**config.mk**
```make
export PLATFORM = sky130hd
export DESIGN_NAME = alu_serial_exec
export DESIGN_NICKNAME = d
export VERILOG_FILES = /design/src/rtl/alu_serial_exec.sv
export SDC_FILE = /design/constraint.sdc
export NUM_CORES = 1
export LEC_CHECK = 0
export BUFFER_PORTS_ARGS = -buffer_cell sky130_fd_sc_hd__buf_2
export CORE_MARGIN = 2
export CORE_UTILIZATION = 53
export DETAILED_ROUTE_END_ITERATION = 10
export PLACE_DENSITY_LB_ADDON = 0.1
export SYNTH_ARGS = -nofsm -noshare
export SYNTH_HDL_FRONTEND = slang
export SYNTH_SLANG_ARGS = --single-unit
```
**constraint.sdc**
```tcl
create_clock -name clk -period 2.9 [get_ports clk]
set_input_delay 0.145 -clock clk [delete_from_list [all_inputs] [get_ports clk]]
set_output_delay 0.145 -clock clk [all_outputs]
set_load 0.02 [all_outputs]
```
**src/rtl/alu_serial_exec.sv**
```systemverilog
// ---------------------------------------------------------------------------
// alu_serial_exec
// Multi-cycle ALU execution unit. It takes the 3-bit ALUControl code and two
// DATA_WIDTH operands and works on SLICE_WIDTH bits per clock, LSB slice
// first. A valid/ready handshake on each side absorbs stalls both upstream
// and downstream.
//
// Ports:
//   clk        rising-edge clock
//   rstn       asynchronous active-low reset
//   en         clock enable; when low, all state is frozen and in_ready=0
//   in_valid   opcode/operands valid          in_ready  unit can accept
//   ALUControl 000 ADD, 001 SUB, 010 AND, 011 OR, 100 SLT, others illegal
//   src_a      operand A                      src_b     operand B
//   out_valid  result valid                   out_ready consumer accepts
//   result     operation result               zero      result == 0
//   illegal    opcode was 101..111
// ---------------------------------------------------------------------------
module alu_serial_exec #(
    parameter int DATA_WIDTH  = 32,
    parameter int SLICE_WIDTH = 8
) (
    input  logic                  clk,
    input  logic                  rstn,
    input  logic                  en,
    input  logic                  in_valid,
    output logic                  in_ready,
    input  logic [2:0]            ALUControl,
    input  logic [DATA_WIDTH-1:0] src_a,
    input  logic [DATA_WIDTH-1:0] src_b,
    output logic                  out_valid,
    input  logic                  out_ready,
    output logic [DATA_WIDTH-1:0] result,
    output logic                  zero,
    output logic                  illegal
);

    // DATA_WIDTH must be a multiple of SLICE_WIDTH, and wider than one slice.
    localparam int NSLICES = DATA_WIDTH / SLICE_WIDTH;
    localparam int KW      = $clog2(NSLICES + 1);
    localparam logic [KW-1:0] K_LAST = KW'(NSLICES);

    localparam logic [2:0] OP_ADD = 3'b000;
    localparam logic [2:0] OP_SUB = 3'b001;
    localparam logic [2:0] OP_AND = 3'b010;
    localparam logic [2:0] OP_OR  = 3'b011;
    localparam logic [2:0] OP_SLT = 3'b100;

    typedef enum logic [1:0] {IDLE, EXEC, DONE} state_t;

    state_t                  state, state_nxt;
    logic [DATA_WIDTH-1:0]   a_sh, b_sh;      // operands, consumed LSB slice first
    logic [DATA_WIDTH-1:0]   acc;             // assembled slices
    logic [2:0]              op_q;
    logic                    a_msb, b_msb;    // operand signs kept for SLT
    logic                    carry;
    logic [KW-1:0]           k;

    logic                    op_illegal;
    logic [SLICE_WIDTH-1:0]  a_k, b_k, b_eff, slice_res;
    logic [SLICE_WIDTH:0]    slice_sum;
    logic                    lt;
    logic [DATA_WIDTH-1:0]   final_res;

    assign op_illegal = (ALUControl > OP_SLT);
    assign in_ready   = en && (state == IDLE);
    assign out_valid  = (state == DONE);

    // State register
    always_ff @(posedge clk or negedge rstn) begin
        if (!rstn)
            state <= IDLE;
        else if (en)
            state <= state_nxt;
    end

    // Next-state logic
    always_comb begin
        state_nxt = state;
        case (state)
            IDLE: if (in_valid) state_nxt = op_illegal ? DONE : EXEC;
            EXEC: if (k == K_LAST) state_nxt = DONE;
            DONE: if (out_ready) state_nxt = IDLE;
            default: state_nxt = IDLE;
        endcase
    end

    // One slice of arithmetic/logic per cycle
    always_comb begin
        a_k       = a_sh[SLICE_WIDTH-1:0];
        b_k       = b_sh[SLICE_WIDTH-1:0];
        b_eff     = (op_q == OP_SUB || op_q == OP_SLT) ? ~b_k : b_k;
        slice_sum = {1'b0, a_k} + {1'b0, b_eff} + {{SLICE_WIDTH{1'b0}}, carry};
        case (op_q)
            OP_AND:  slice_res = a_k & b_k;
            OP_OR:   slice_res = a_k | b_k;
            default: slice_res = slice_sum[SLICE_WIDTH-1:0];
        endcase
    end

    // Signed less-than: differing signs decide directly, otherwise the sign
    // of the wrapped difference does.
    always_comb begin
        lt        = (a_msb != b_msb) ? a_msb : acc[DATA_WIDTH-1];
        final_res = (op_q == OP_SLT) ? {{(DATA_WIDTH-1){1'b0}}, lt} : acc;
    end

    // Datapath. The extra EXEC cycle with k == K_LAST resolves SLT and
    // publishes the result; result/zero/illegal change only on DONE entry.
    always_ff @(posedge clk or negedge rstn) begin
        if (!rstn) begin
            a_sh    <= '0;
            b_sh    <= '0;
            acc     <= '0;
            op_q    <= OP_ADD;
            a_msb   <= 1'b0;
            b_msb   <= 1'b0;
            carry   <= 1'b0;
            k       <= '0;
            result  <= '0;
            zero    <= 1'b0;
            illegal <= 1'b0;
        end else if (en) begin
            case (state)
                IDLE: begin
                    if (in_valid) begin
                        a_sh  <= src_a;
                        b_sh  <= src_b;
                        a_msb <= src_a[DATA_WIDTH-1];
                        b_msb <= src_b[DATA_WIDTH-1];
                        op_q  <= ALUControl;
                        acc   <= '0;
                        k     <= '0;
                        carry <= (ALUControl == OP_SUB) || (ALUControl == OP_SLT);
                        if (op_illegal) begin
                            result  <= '0;
                            zero    <= 1'b1;
                            illegal <= 1'b1;
                        end
                    end
                end
                EXEC: begin
                    if (k != K_LAST) begin
                        acc   <= {slice_res, acc[DATA_WIDTH-1:SLICE_WIDTH]};
                        a_sh  <= a_sh >> SLICE_WIDTH;
                        b_sh  <= b_sh >> SLICE_WIDTH;
                        carry <= slice_sum[SLICE_WIDTH];
                        k     <= k + 1'b1;
                    end else begin
                        result  <= final_res;
                        zero    <= (final_res == '0);
                        illegal <= 1'b0;
                    end
                end
                default: ;
            endcase
        end
    end

endmodule

```
==> flow_summary.yaml <==
timing:
  slew_headroom_pct: 58.5
  report.final.hold_viol_count: 0
  timing_max_transition_violations_final: 0
  finalSetupViolations: 0
  max_freq_ghz: 0.385
  final.setup.tns_ns: 0
  period_minus_slack_ns: 2.60
  final.period_utilization_pct: 89.7
  rsz0062_at_grt: "false"
  clock_skew_ns: 0.00790
  worst-slew-pin-transition_ns: 0.618
logic_synthesis:
  synth.largest_area_cell: "sky130_fd_sc_hd__dfrtp_1"
  synth.lib_cells_used.distinct: 47
  synthesis.area_per_instance_um2: 11.9
  synth_flop_cell: "sky130_fd_sc_hd__dfrtp_1"
  synth_enable_flop_cells: 0
  synth.cell_area_um2: 6240
  synth_warnings: 0
  synthesis.instances: 526
  synth-async-reset-ratio_pct: 100
  share_of_the_yosys_chip_area_belonging_to_registers_pct: 56.5
  synth_top_cells_by_area: "sky130_fd_sc_hd__dfrtp_1 (57%), sky130_fd_sc_hd__a22o_1 (10%), sky130_fd_sc_hd__mux2i_1 (4.8%)"
  share_of_the_synthesized_area_in_the_top_cell_type_pct: 56.5
  synth-seq-cells: 141
  syn-num-nets: 609
setup_path:
  critical_path.max_fanout: 6
  max_stage_delay_ns: 0.41
  setup.worst_path.start_class: "register"
  setup.reg_to_reg.worst_slack_ns: 0.30
  worstSetupPathType: "reg2reg"
  regToRegEndpoint: "acc[31]"
  worstPathRequired_ns: 3.22
  critical_path.top_delay_family: "compound AO/OA/AOI/OAI gates"
  rr_worst_depth: 10
  crit_path_top_delay_cell: "sky130_fd_sc_hd__dfrtp_1"
  timing_startpoint_of_the_critical_path: "op_q[2]"
  worstSetupEndpointType: "register"
  crit_buf_inv: 1
  r2r_start: "op_q[2]"
  worst-endpoint-arrival_ns: 2.92
  timing.critical_path.cells: "xnor2_1 -> nor2_2 -> buf_4 -> xor2_1 -> ha_1 -> nor2b_1 -> o31a_1 -> o211a_1 -> o21a_1 -> o31ai_1"
min_path:
  hold_path_end: "a_sh[17]"
  timing.hold.worst.class: "in2reg"
  whs_path_depth: 3
  hold_start: "src_a[17]"
pwr:
  power-per-cell-area_nw_per_um2: 1190
  power.leakage_uw: 0.00400
  max-vdd-ir-drop_mv: 0.608
drt:
  vias_per_cell: 5.78
  dr.pass1.iters: 6
  routed-via-count: 4738
  drt-wirelength-per-cell_um: 17.2
  drt-initial-drc-count: 427
  drt_wl_total_mm: 14.1
  drc: 0
  drt.antenna.violating_nets: 0
global_routing:
  grt_util_met2_pct: 38.9
  use_met3_pct: 5.94
  globalRouteTotalUtil_pct: 23.5
  grt_pass1_vias: 4760
  grt-busiest-layer: "met2"
  grt_antenna_before_repair: 0
  grt_first_pass_wirelength_mm: 23.6
  grt.met1_usage_pct: 29.6
  grt_max_degree: 84
  grt_overflow: 0
clocking:
  cts.repair.resized: 0
  cts.path.max_buffers: 2
  post-cts-setup-buffer-count: 0
  clock_sinks: 141
  cts_tree: "yes"
  cts.root.buffer_cell: "sky130_fd_sc_hd__clkbuf_16"
  numCtsBuffers: 17
  clkLatencyLatePin_ns: 0.42
  cts.hold.buffers_added: 36
  htree_num_levels: 4
  worst_setup_hold_path_clk_slew_ns: 0.05
layout:
  areaGrowthSynthToFinish_pct: 26.3
  final_design_area_no_fill_um2: 7880
  drive_above_1_share_pct: 23.9
  nFillCells: 864
  fin_nets: 747
  antenna-diode-count: 0
floorplan:
  die_height_um: 113
  start_util_pct: 54.4
  fp.dieArea_um2: 12700
  rows: 39
  floorplan.die.width_um: 113
  placeableCoreArea_um2: 11500
  io-pin-count: 108
placed_design:
  routabilityCongestion: 0.838
  placedInstanceArea_um2: 6890
  io_buffers: 107
  hpwl_mm: 9.51
job:
  timing.max_cap.violations: 0
run_status:
  run_status: "finished clean"
[registers in the layout, summed over array words and instances, names as in the netlist]
name	flops
k	3
a_sh	32
op_q	3
result	32
zero	1
b_msb	1
carry	1
a_msb	1
acc	32
illegal	1
b_sh	32
state	2
[logic make-up (layout without fill, tap and decap cells)]
group           count (synthesis)  in the layout  share of synthesized area (%)
buf+inv                        63            214                           5.13
mux                            35             35                           5.71
simple gates                   91             91                           7.24
compound gates                166            166                           20.2
xor+xnor                       14             14                           1.96
flops                         141            141                           56.5
fa+ha+maj                      16             16                           3.25
[placed cells by master, fill, tap and decap left out, drive strengths merged, types with 6 or more instances in the layout]
cell type	netlist	routed
a21oi	9	9
a222oi	18	18
a22o	72	72
buf	27	119
clkbuf	9	21
clkinv	0	6
dfrtp	141	141
dlygate4sd3	0	36
ha	9	9
inv	27	27
mux2i	30	30
nand2	40	40
nor2	12	12
nor3	8	8
nor4	7	7
o21ai	44	44
xor2	10	10
[area by class of cell]
cell class              instances  area (µm²)  share of cell area [%]
multi-input cells             322        2420                    30.7
clock buffers                  21         460                    5.84
repair buffers                155        1030                    13.1
well taps                     143         179                    2.27
flip-flops and latches        141        3530                    44.8
inverters                      27         101                    1.29
clock inverters                11         165                    2.10
[tightest hold or removal path: cells and delay by family]
kind / cells / cell delay [ns]
AO/OA/AOI/OAI: 1 / 0.13
buffers and inverters: 1 / 0.07
multiplexers: 1 / 0.05
[report_power, final]
| part | total, µW | internal [µW] | switching (µW) |
|---|---|---|---|
| registers | 3460 | 2770 | 696 |
| clock network | 2260 | 1480 | 783 |
| logic | 3660 | 1690 | 1970 |
[cells in the mapped netlist, drive strengths merged (2+ instances only)]
library cell  count
a222oi           18
xor2             10
a21o              2
nor2             12
nor2b             5
ha                9
xnor2             4
or3               2
buf              27
dfrtp           141
o21a              4
mux2              5
maj3              5
inv              27
nand4             3
a22oi             5
nor3              8
and2              2
a22o             72
mux2i            30
clkbuf            9
and3              4
a21oi             9
nand2            40
nand2b            2
nor4              7
fa                2
nand3             3
o211ai            2
o21ai            44
nor3b             2
[through the flow]
step                      hold slack (ns)  instances  util [%]  worst slack [ns]  total power (µW)
after detailed placement          -0.0263        752      60.1             0.320              7110
after global placement            -0.0284        752      60.1             0.419              6960
after global routing               0.0248        820      68.7             0.147             10000
after CTS                         0.00539        820      68.7             0.297              9430
after floorplan                    -0.151        526         -             0.269              6110
final                              0.0125        820      68.7             0.300              9390
[how the worst max path moves through the flow]
| stage | endpoint | depth (start not counted) |
|---|---|---|
| global route | acc[31] | 10 |
| detailed placement | acc[31] | 10 |
| global placement | acc[31] | 10 |
| finish | acc[31] | 10 |
| floorplan | acc[30] | 12 |
| CTS | acc[31] | 10 |
[routing by layer]
| layer | up-vias | share of wire, % |
|---|---|---|
| met5 | - | 0 |
| met4 | 0 | 2.3 |
| met3 | 27 | 5.6 |
| met2 | 162 | 50 |
| met1 | 2330 | 42 |
| li1 | 2219 | - |
(Power assumes the default switching activity.)
